--- src/rtl/pipe_hazard_ctrl.sv ---
// pipe_hazard_ctrl
// Pipeline sequencing controller for the 5-stage CPU. Detects load-use
// hazards and taken branch/jump redirects, and holds the front of the pipe
// while a multi-cycle mul/div occupies the EX stage.
//
// Optional feature macro: HAZ_PERF_CNT_EN (adds perf_stall_cyc/perf_flush_cnt).
//
// Ports:
//   clk, rst_n              clock, asynchronous active-low reset
//   Rs_ID, Rt_ID            source register fields of the ID instruction
//   UseRs_ID, UseRt_ID      ID instruction actually reads rs / rt
//   MemToReg_Ex, RegWr_Ex   EX instruction is a load / writes a register
//   WrReg_Ex                EX destination register
//   Redirect_Ex             taken branch/jump resolved in EX
//   MulDiv_Ex               EX instruction is mul/div
//   stall_pc, stall_if_id, stall_id_ex   hold controls
//   flush_if_id, flush_id_ex, bubble_ex_mem   bubble-insert controls
//   md_busy                 mul/div occupying EX
//   perf_stall_cyc, perf_flush_cnt (HAZ_PERF_CNT_EN only)
//
// state   | meaning
// --------+-----------------------------------------------------------
// S_RUN   | normal flow; redirect > load-use > mul/div entry
// S_MD_BUSY | mul/div occupying EX, cnt counts remaining stall cycles

module pipe_hazard_ctrl #(
  parameter int MD_LAT = 32,
  parameter int CNT_W  = 8
) (
  input  logic       clk,
  input  logic       rst_n,
  input  logic [4:0] Rs_ID,
  input  logic [4:0] Rt_ID,
  input  logic       UseRs_ID,
  input  logic       UseRt_ID,
  input  logic       MemToReg_Ex,
  input  logic       RegWr_Ex,
  input  logic [4:0] WrReg_Ex,
  input  logic       Redirect_Ex,
  input  logic       MulDiv_Ex,
  output logic       stall_pc,
  output logic       stall_if_id,
  output logic       stall_id_ex,
  output logic       flush_if_id,
  output logic       flush_id_ex,
  output logic       bubble_ex_mem,
  output logic       md_busy
`ifdef HAZ_PERF_CNT_EN
  ,
  output logic [31:0] perf_stall_cyc,
  output logic [31:0] perf_flush_cnt
`endif
);

  typedef enum logic [0:0] {S_RUN, S_MD_BUSY} state_t;

  state_t           state, state_nxt;
  logic [CNT_W-1:0] cnt, cnt_nxt;
  logic             load_use;

  assign load_use = MemToReg_Ex & RegWr_Ex & (WrReg_Ex != 5'd0) &
                    ((UseRs_ID & (Rs_ID == WrReg_Ex)) |
                     (UseRt_ID & (Rt_ID == WrReg_Ex)));

  always_comb begin
    state_nxt     = state;
    cnt_nxt       = cnt;
    stall_pc      = 1'b0;
    stall_if_id   = 1'b0;
    stall_id_ex   = 1'b0;
    flush_if_id   = 1'b0;
    flush_id_ex   = 1'b0;
    bubble_ex_mem = 1'b0;
    md_busy       = 1'b0;
    // Outputs are forced low during reset, not merely reset-derived, since
    // in S_RUN they still follow the live inputs.
    if (rst_n) begin
      case (state)
        S_RUN: begin
          if (Redirect_Ex) begin
            flush_if_id = 1'b1;
            flush_id_ex = 1'b1;
          end else if (load_use) begin
            stall_pc    = 1'b1;
            stall_if_id = 1'b1;
            flush_id_ex = 1'b1;
          end else if (MulDiv_Ex) begin
            stall_pc      = 1'b1;
            stall_if_id   = 1'b1;
            stall_id_ex   = 1'b1;
            bubble_ex_mem = 1'b1;
            md_busy       = 1'b1;
            state_nxt     = S_MD_BUSY;
            // Entry cycle plus the cnt==0 release cycle account for 2 of MD_LAT.
            cnt_nxt       = CNT_W'(MD_LAT - 2);
          end
        end
        S_MD_BUSY: begin
          md_busy = 1'b1;
          if (cnt != '0) begin
            stall_pc      = 1'b1;
            stall_if_id   = 1'b1;
            stall_id_ex   = 1'b1;
            bubble_ex_mem = 1'b1;
            cnt_nxt       = cnt - 1'b1;
          end else begin
            state_nxt = S_RUN;
          end
        end
        default: state_nxt = S_RUN;
      endcase
    end
  end

  always_ff @(posedge clk or negedge rst_n) begin
    if (!rst_n) begin
      state <= S_RUN;
      cnt   <= '0;
    end else begin
      state <= state_nxt;
      cnt   <= cnt_nxt;
    end
  end

`ifdef HAZ_PERF_CNT_EN
  always_ff @(posedge clk or negedge rst_n) begin
    if (!rst_n) begin
      perf_stall_cyc <= '0;
      perf_flush_cnt <= '0;
    end else begin
      if (stall_pc)    perf_stall_cyc <= perf_stall_cyc + 32'd1;
      if (flush_if_id) perf_flush_cnt <= perf_flush_cnt + 32'd1;
    end
  end
`endif

endmodule

--- config.mk ---
export PLATFORM = sky130hd
export DESIGN_NAME = pipe_hazard_ctrl
export DESIGN_NICKNAME = d
export VERILOG_FILES = /design/src/rtl/pipe_hazard_ctrl.sv
export SDC_FILE = /design/constraint.sdc
export NUM_CORES = 1
export LEC_CHECK = 0
export CORE_ASPECT_RATIO = 0.8
export CORE_UTILIZATION = 41
export CTS_CLUSTER_DIAMETER = 150
export CTS_CLUSTER_SIZE = 20
export DETAILED_ROUTE_END_ITERATION = 6
export MAX_ROUTING_LAYER = met4
export PLACE_DENSITY = 0.79
export SLEW_MARGIN = 10
export SYNTH_ARGS = -nofsm -noshare
export SYNTH_HDL_FRONTEND = slang
export SYNTH_SLANG_ARGS = --single-unit
--- constraint.sdc ---
create_clock -name clk -period 2.5 [get_ports clk]
set_input_delay 0.25 -clock clk [delete_from_list [all_inputs] [get_ports clk]]
set_output_delay 0.25 -clock clk [all_outputs]
set_load 0.03 [all_outputs]
==> impl_metrics.ini, run 1 <==
[outcome]
run_status = finished, final reports clean

[timing]
post-route-worst-setup-slack_ns = 0.0828
rsz0062_at_grt = false
final-setup-viol-count = 0
post-route-period-util = 0.967
final-hold-violation-count = 0
timing.max_slew.rel_slack = 0.765
maxSlewViolCount = 0
worst_pin_slew_ns = 0.350
final.min_clock_period_ns = 2.42
achievable-frequency_mhz = 414
finClkSkew_ns = 0.00323
whs_ns = 0.323

[synthesis]
synth.cell_area_um2 = 714
post_synth_num_cell_types = 34
post_synthesis_async_set_or_reset_flop_share = 1.00
yosysWarnings = 0
syn_inst = 88
synth-edff-count = 0
ys_dominant_reg_cell = dfrtp_1
yosysSeqAreaShare = 0.315
yosys_register_bits = 9
synthesis.area_per_instance_um2 = 8.12
synthesis.nets = 113

[critical_path]
worst-setup-path-type = input port to primary output
path_cells = clkdlybuf4s50_1 -> or3_1 -> o311a_1 -> buf_4 -> and2_0 -> a21bo_1 -> inv_2 -> buf_4
timing.critical_path.to_type = primary output
critical_path.reg2reg.endpoint = cnt[3]
critical-path-top-cell-by-count = buf_4
critical_path.max_fanout = 6
critical_path.slowest_cell = clkdlybuf4s50_1
kind_of_start_point_of_the_critical_path = input port
cpPeakStageDelay_ns = 0.41
worst-endpoint-required_ns = 2.25
regToRegSetupSlack_ns = 0.59
critPathArrivalTime_ns = 2.17
cell_depth_of_the_worst_flop_to_flop_path = 8
reg2reg_from = cnt[2]

[global_routing]
grt_usage = 0.207
grt_antenna_before_repair = 0
grt_first_pass_wirelength_mm = 2.85
grt_pass1_vias = 644
globalRoute.totalOverflow = 0
grt_max_degree = 11

[clock_tree]
clock_sinks = 9
tritoncts = done
htreeDepth = 1
cts.clk_slew.worst_paths_ns = 0.06
root_buffer = clkbuf_4
numCtsBuffers = 3
cts_hold_buf = 0
cts.path.max_buffers = 2
clock_latency_ns = 0.26

[route]
route.detailed.wl_per_inst_um = 11.8
drt_iter0_drc = 21
finalWirelength_mm = 1.79
remaining_drc_errors = 0
routed-via-count = 757
drt-vias-per-instance = 4.98
ant_nets = 0
drt_pass1_iterations = 4

[final_layout]
post_layout_nonfiller_instances = 152
area.sequential_um2 = 225
fillCellCount = 133
flow.area_growth_from_synthesis_pct = 56.9
final_layout_size_suffix_gt1_frac = 0.177
layout.nets = 156
multiInputGateArea_um2 = 449
final_design_area_no_fill_um2 = 1120
num_antenna_cells = 0

[placement]
postPlaceCellArea_um2 = 1080
gp_routability_congestion = 0.888
io_buffer_count = 29
place.detailed.hpwl_mm = 1.43
dp.cells = 146
detailedPlace.worstSlack_ns = -0.0502

[floorplanning]
die_area_um2 = 1910
fp.dieH_um = 39.3
starting_density_of_the_core = 0.439
pin_count = 30
core_area_um2 = 1630
floorplan.die.width_um = 48.7
placementRows = 13

[power_and_ir_drop]
worst_ir_drop_vdd_mv = 0.359
pwr_density_cell_nw_per_um2 = 516
static-leakage-power_nw = 0.490

[hold_path]
hold_removal_path_class = input port to async pin

[job]
max_cap_violations = 0
power breakdown:
part,switching [W],internal [W]
clock network,0.0000468,0.0000612
logic,0.000134,0.000123
registers,0.0000334,0.000180
total,0.000215,0.000364
worst max-delay path: cells and delay by family:
kind                   cells  cell delay [ns]
buffers and inverters      4             0.86
AO/OA/AOI/OAI              2             0.54
AND/OR/NAND/NOR            2             0.52
synth_stat cells, types with 2 or more instances:
cell type / n / area, um^2
nand2_1: 10 / 37.5
nand4_1: 2 / 12.5
nand3_1: 3 / 15.0
ha_1: 2 / 25.0
dfrtp_1: 9 / 225
buf_4: 2 / 15.0
inv_1: 7 / 26.3
a21oi_1: 5 / 25.0
nor3_1: 2 / 10.0
o21a_1: 3 / 22.5
o21ai_0: 3 / 15.0
or3_1: 2 / 12.5
xnor2_1: 10 / 87.6
nor2_1: 7 / 26.3
o311a_1: 2 / 20.0
layout make-up:
class / count / share of cell area
clock buffer: 4 / 0.0234
inverter: 7 / 0.0234
multi-input combinational: 69 / 0.401
sequential: 9 / 0.201
tap: 22 / 0.0246
timing repair buffer: 41 / 0.327
state kept, by name, summed over array words and instances (netlist names):
name and count:
state 1, cnt 8
what timing repair did:
| item | CTS | global route |
|---|---|---|
| endpoints found under the setup margin | 3 | 3 |
| buffers inserted | 0 | 2 |
| gates resized for setup | 2 | 1 |
| pin swaps | 0 | 0 |
cells by family after synthesis:
kind of cell / after synthesis / share of synthesized area
xor+xnor: 10 / 0.123
buf+inv: 10 / 0.0630
flops: 9 / 0.315
simple gates: 34 / 0.235
fa+ha+maj: 2 / 0.0350
compound gates: 23 / 0.229
layer usage:
layer  track usage  routed length [um]
met3        0.0581                  63
met1         0.275                 879
met2         0.337                 847
met5             -                   0
met4             0                   0
layout by cell type, fill, tap and decap left out, types with 2 or more instances in the layout:
cell,synthesis,final
o21a_1,3,3
dfrtp_1,9,9
or3_1,2,2
o311a_1,2,2
clkbuf_4,0,3
buf_4,2,17
nand3_1,3,3
nand2_1,10,10
xnor2_1,10,10
ha_1,2,2
nor2_1,7,7
nor3_1,2,2
clkdlybuf4s50_1,0,23
a21oi_1,5,5
nand4_1,2,2
inv_1,7,6
o21ai_0,3,3
stage by stage:
step | TNS [ns] | power (W) | util
floorplan | 0 | 0.000363 | -
finish | 0 | 0.000579 | 0.689
global placement | -0.0517 | 0.000457 | 0.662
global route | 0 | 0.000619 | 0.689
detailed placement | -0.172 | 0.000465 | 0.662
CTS | 0 | 0.000573 | 0.677
worst max path at each step:
stage / cells past startpoint / to / start
2_1_floorplan: 6 / stall_id_ex / WrReg_Ex[0]
3_3_place_gp: 6 / flush_id_ex / WrReg_Ex[0]
3_5_place_dp: 8 / cnt[7] / WrReg_Ex[0]
4_1_cts: 8 / bubble_ex_mem / WrReg_Ex[0]
5_1_grt: 8 / bubble_ex_mem / WrReg_Ex[0]
6_report: 8 / stall_id_ex / WrReg_Ex[0]
(Power assumes the default switching activity.)
==> run 2, diff against run 1 <==
--- a/config.mk
+++ b/config.mk
@@ -8,7 +8,6 @@
 export CORE_ASPECT_RATIO = 0.8
 export CORE_UTILIZATION = 41
 export CTS_CLUSTER_DIAMETER = 150
-export CTS_CLUSTER_SIZE = 20
 export DETAILED_ROUTE_END_ITERATION = 6
 export MAX_ROUTING_LAYER = met4
 export PLACE_DENSITY = 0.79
==> results of run 2 <==
Same layout as run 1: the final DEF is identical, and so are final timing and power.
==> run 3, diff against run 2 <==
--- a/config.mk
+++ b/config.mk
@@ -7,11 +7,13 @@
 export LEC_CHECK = 0
 export CORE_ASPECT_RATIO = 0.8
 export CORE_UTILIZATION = 41
-export CTS_CLUSTER_DIAMETER = 150
+export CTS_CLUSTER_DIAMETER = 30
 export DETAILED_ROUTE_END_ITERATION = 6
 export MAX_ROUTING_LAYER = met4
 export PLACE_DENSITY = 0.79
+export SKIP_LAST_GASP = 1
 export SLEW_MARGIN = 10
 export SYNTH_ARGS = -nofsm -noshare
 export SYNTH_HDL_FRONTEND = slang
 export SYNTH_SLANG_ARGS = --single-unit
+export TNS_END_PERCENT = 50
==> run 3 against run 2 <==
Cell count stayed put. Non-clock buffer count unchanged. Sequential power about the same. Fmax is 0.37% higher. Worst hold slack worse by 0.0013 ns.
==> impl_metrics.ini, run 3 (synthesis gave the netlist of run 1 again) <==
[outcome]
run_status = finished, final reports clean

[final_layout]
final_design_area_no_fill_um2 = 1120
largest_register_ffs = 8
post_layout_nonfiller_instances = 152
flow.area_growth_from_synthesis_pct = 56.2
finish.utilization = 0.686
layout.nets = 156
largest_register = cnt
reg.largest.list = cnt (8), state (1)
layout_commonest_cell = clkdlybuf4s50_1
highest_count_cells_in_the_layout_ignoring_fill_and_taps = 23 x clkdlybuf4s50_1, 17 x buf_4, 10 x xnor2_1, 10 x nand2_1, 9 x dfrtp_1
num_antenna_cells = 0
fillCellCount = 132
final_layout_size_suffix_gt1_frac = 0.169

[timing]
maxSlewViolCount = 0
rsz0062_at_grt = true
final-hold-violation-count = 0
post-route-period-util = 0.963
final-setup-viol-count = 0
finClkSkew_ns = 0.00313
final.min_clock_period_ns = 2.41
timing.max_slew.rel_slack = 0.768
achievable-frequency_mhz = 415
worst_pin_slew_ns = 0.346

[floorplanning]
starting_density_of_the_core = 0.439
floorplan.die.width_um = 48.7
pin_count = 30
core_area_um2 = 1630
fp.dieH_um = 39.3
die_area_um2 = 1910
placementRows = 13

[critical_path]
critical_path.max_fanout = 2
kind_of_start_point_of_the_critical_path = input port
worst-setup-path-type = input port to primary output
timing.critical_path.to_type = primary output
worst-endpoint-required_ns = 2.25
critPathArrivalTime_ns = 2.16

[global_routing]
grt_pass1_vias = 644
globalRoute.totalOverflow = 0
grt_first_pass_wirelength_mm = 2.85
grt_max_degree = 11
grt_usage = 0.207
grt_antenna_before_repair = 0

[route]
finalWirelength_mm = 1.73
remaining_drc_errors = 0
ant_nets = 0
drt_pass1_iterations = 4
drt_iter0_drc = 24
drt-vias-per-instance = 4.90
route.detailed.wl_per_inst_um = 11.4
routed-via-count = 745

[placement]
place.detailed.hpwl_mm = 1.43
gp_routability_congestion = 0.888
postPlaceCellArea_um2 = 1080
dp.cells = 146
io_buffer_count = 29

[clock_tree]
clock_sinks = 9
clock_latency_ns = 0.26
root_buffer = clkbuf_4
tritoncts = done
htreeDepth = 1
cts.clk_slew.worst_paths_ns = 0.06
cts.path.max_buffers = 2
numCtsBuffers = 3

[hold_path]
hold_removal_path_class = input port to async pin

[power_and_ir_drop]
worst_ir_drop_vdd_mv = 0.360
pwr_density_cell_nw_per_um2 = 517
static-leakage-power_nw = 0.487

[job]
max_cap_violations = 0
-- run 3: critical path, stage by stage --
cell,delay (ns)
clkdlybuf4s50_1,0.41
or3_1,0.38
o311a_1,0.31
and2_2,0.20
buf_4,0.13
nor3b_1,0.18
o21a_1,0.14
buf_4,0.15
-- run 3: cell type report --
| cell class | count | area, um^2 | area share |
|---|---|---|---|
| inverter | 7 | 26.3 | 0.0235 |
| clock buffer | 4 | 26.3 | 0.0235 |
| tap | 22 | 27.5 | 0.0247 |
| timing repair buffer | 41 | 367 | 0.328 |
| sequential | 9 | 225 | 0.202 |
| multi-input combinational | 69 | 444 | 0.398 |
-- run 3: final timing paths --
kind | cells past startpoint | endpoint | startpoint | slack (ns)
max | 8 | md_busy | WrReg_Ex[0] | 0.09
min | 2 | cnt[3] | rst_n | 0.32
max reg2reg | 8 | cnt[3] | cnt[2] | 0.61
min reg2reg | 1 | cnt[0] | cnt[0] | 0.52
max in group asynchronous | 2 | cnt[0] | rst_n | 2.05
min in group clk | 1 | cnt[0] | cnt[0] | 0.52
-- run 3: stage by stage --
stage          power (W)  setup slack (ns)  hold slack [ns]  TNS [ns]
6_report        0.000576            0.0916            0.322         0
3_3_place_gp    0.000457           -0.0387            0.493   -0.0517
5_1_grt         0.000618           -0.0108            0.350   -0.0108
4_1_cts         0.000572           -0.0334            0.326   -0.0667
2_1_floorplan   0.000363             0.432          -0.0456         0
3_5_place_dp    0.000465           -0.0502            0.498    -0.172
-- run 3: power by group --
part | internal [W] | leakage (nW) | switching, W
combinational | 0.000123 | 0.366 | 0.000133
clock | 0.0000612 | 0.0150 | 0.0000468
sequential | 0.000180 | 0.107 | 0.0000328
-- run 3: layer usage --
layer	vias to the layer above	part of all wire	track usage
met5	-	0	-
li1	394	-	-
met3	0	0.038	0.0581
met2	15	0.46	0.337
met4	0	0	0
met1	336	0.50	0.275
-- run 3: timing repair --
item	CTS	global route
hold buffers	0	0
pin swaps	0	0
endpoints found under the hold margin	0	0
gates resized for setup	1	1
setup endpoints to repair	3	3
setup buffers	0	2
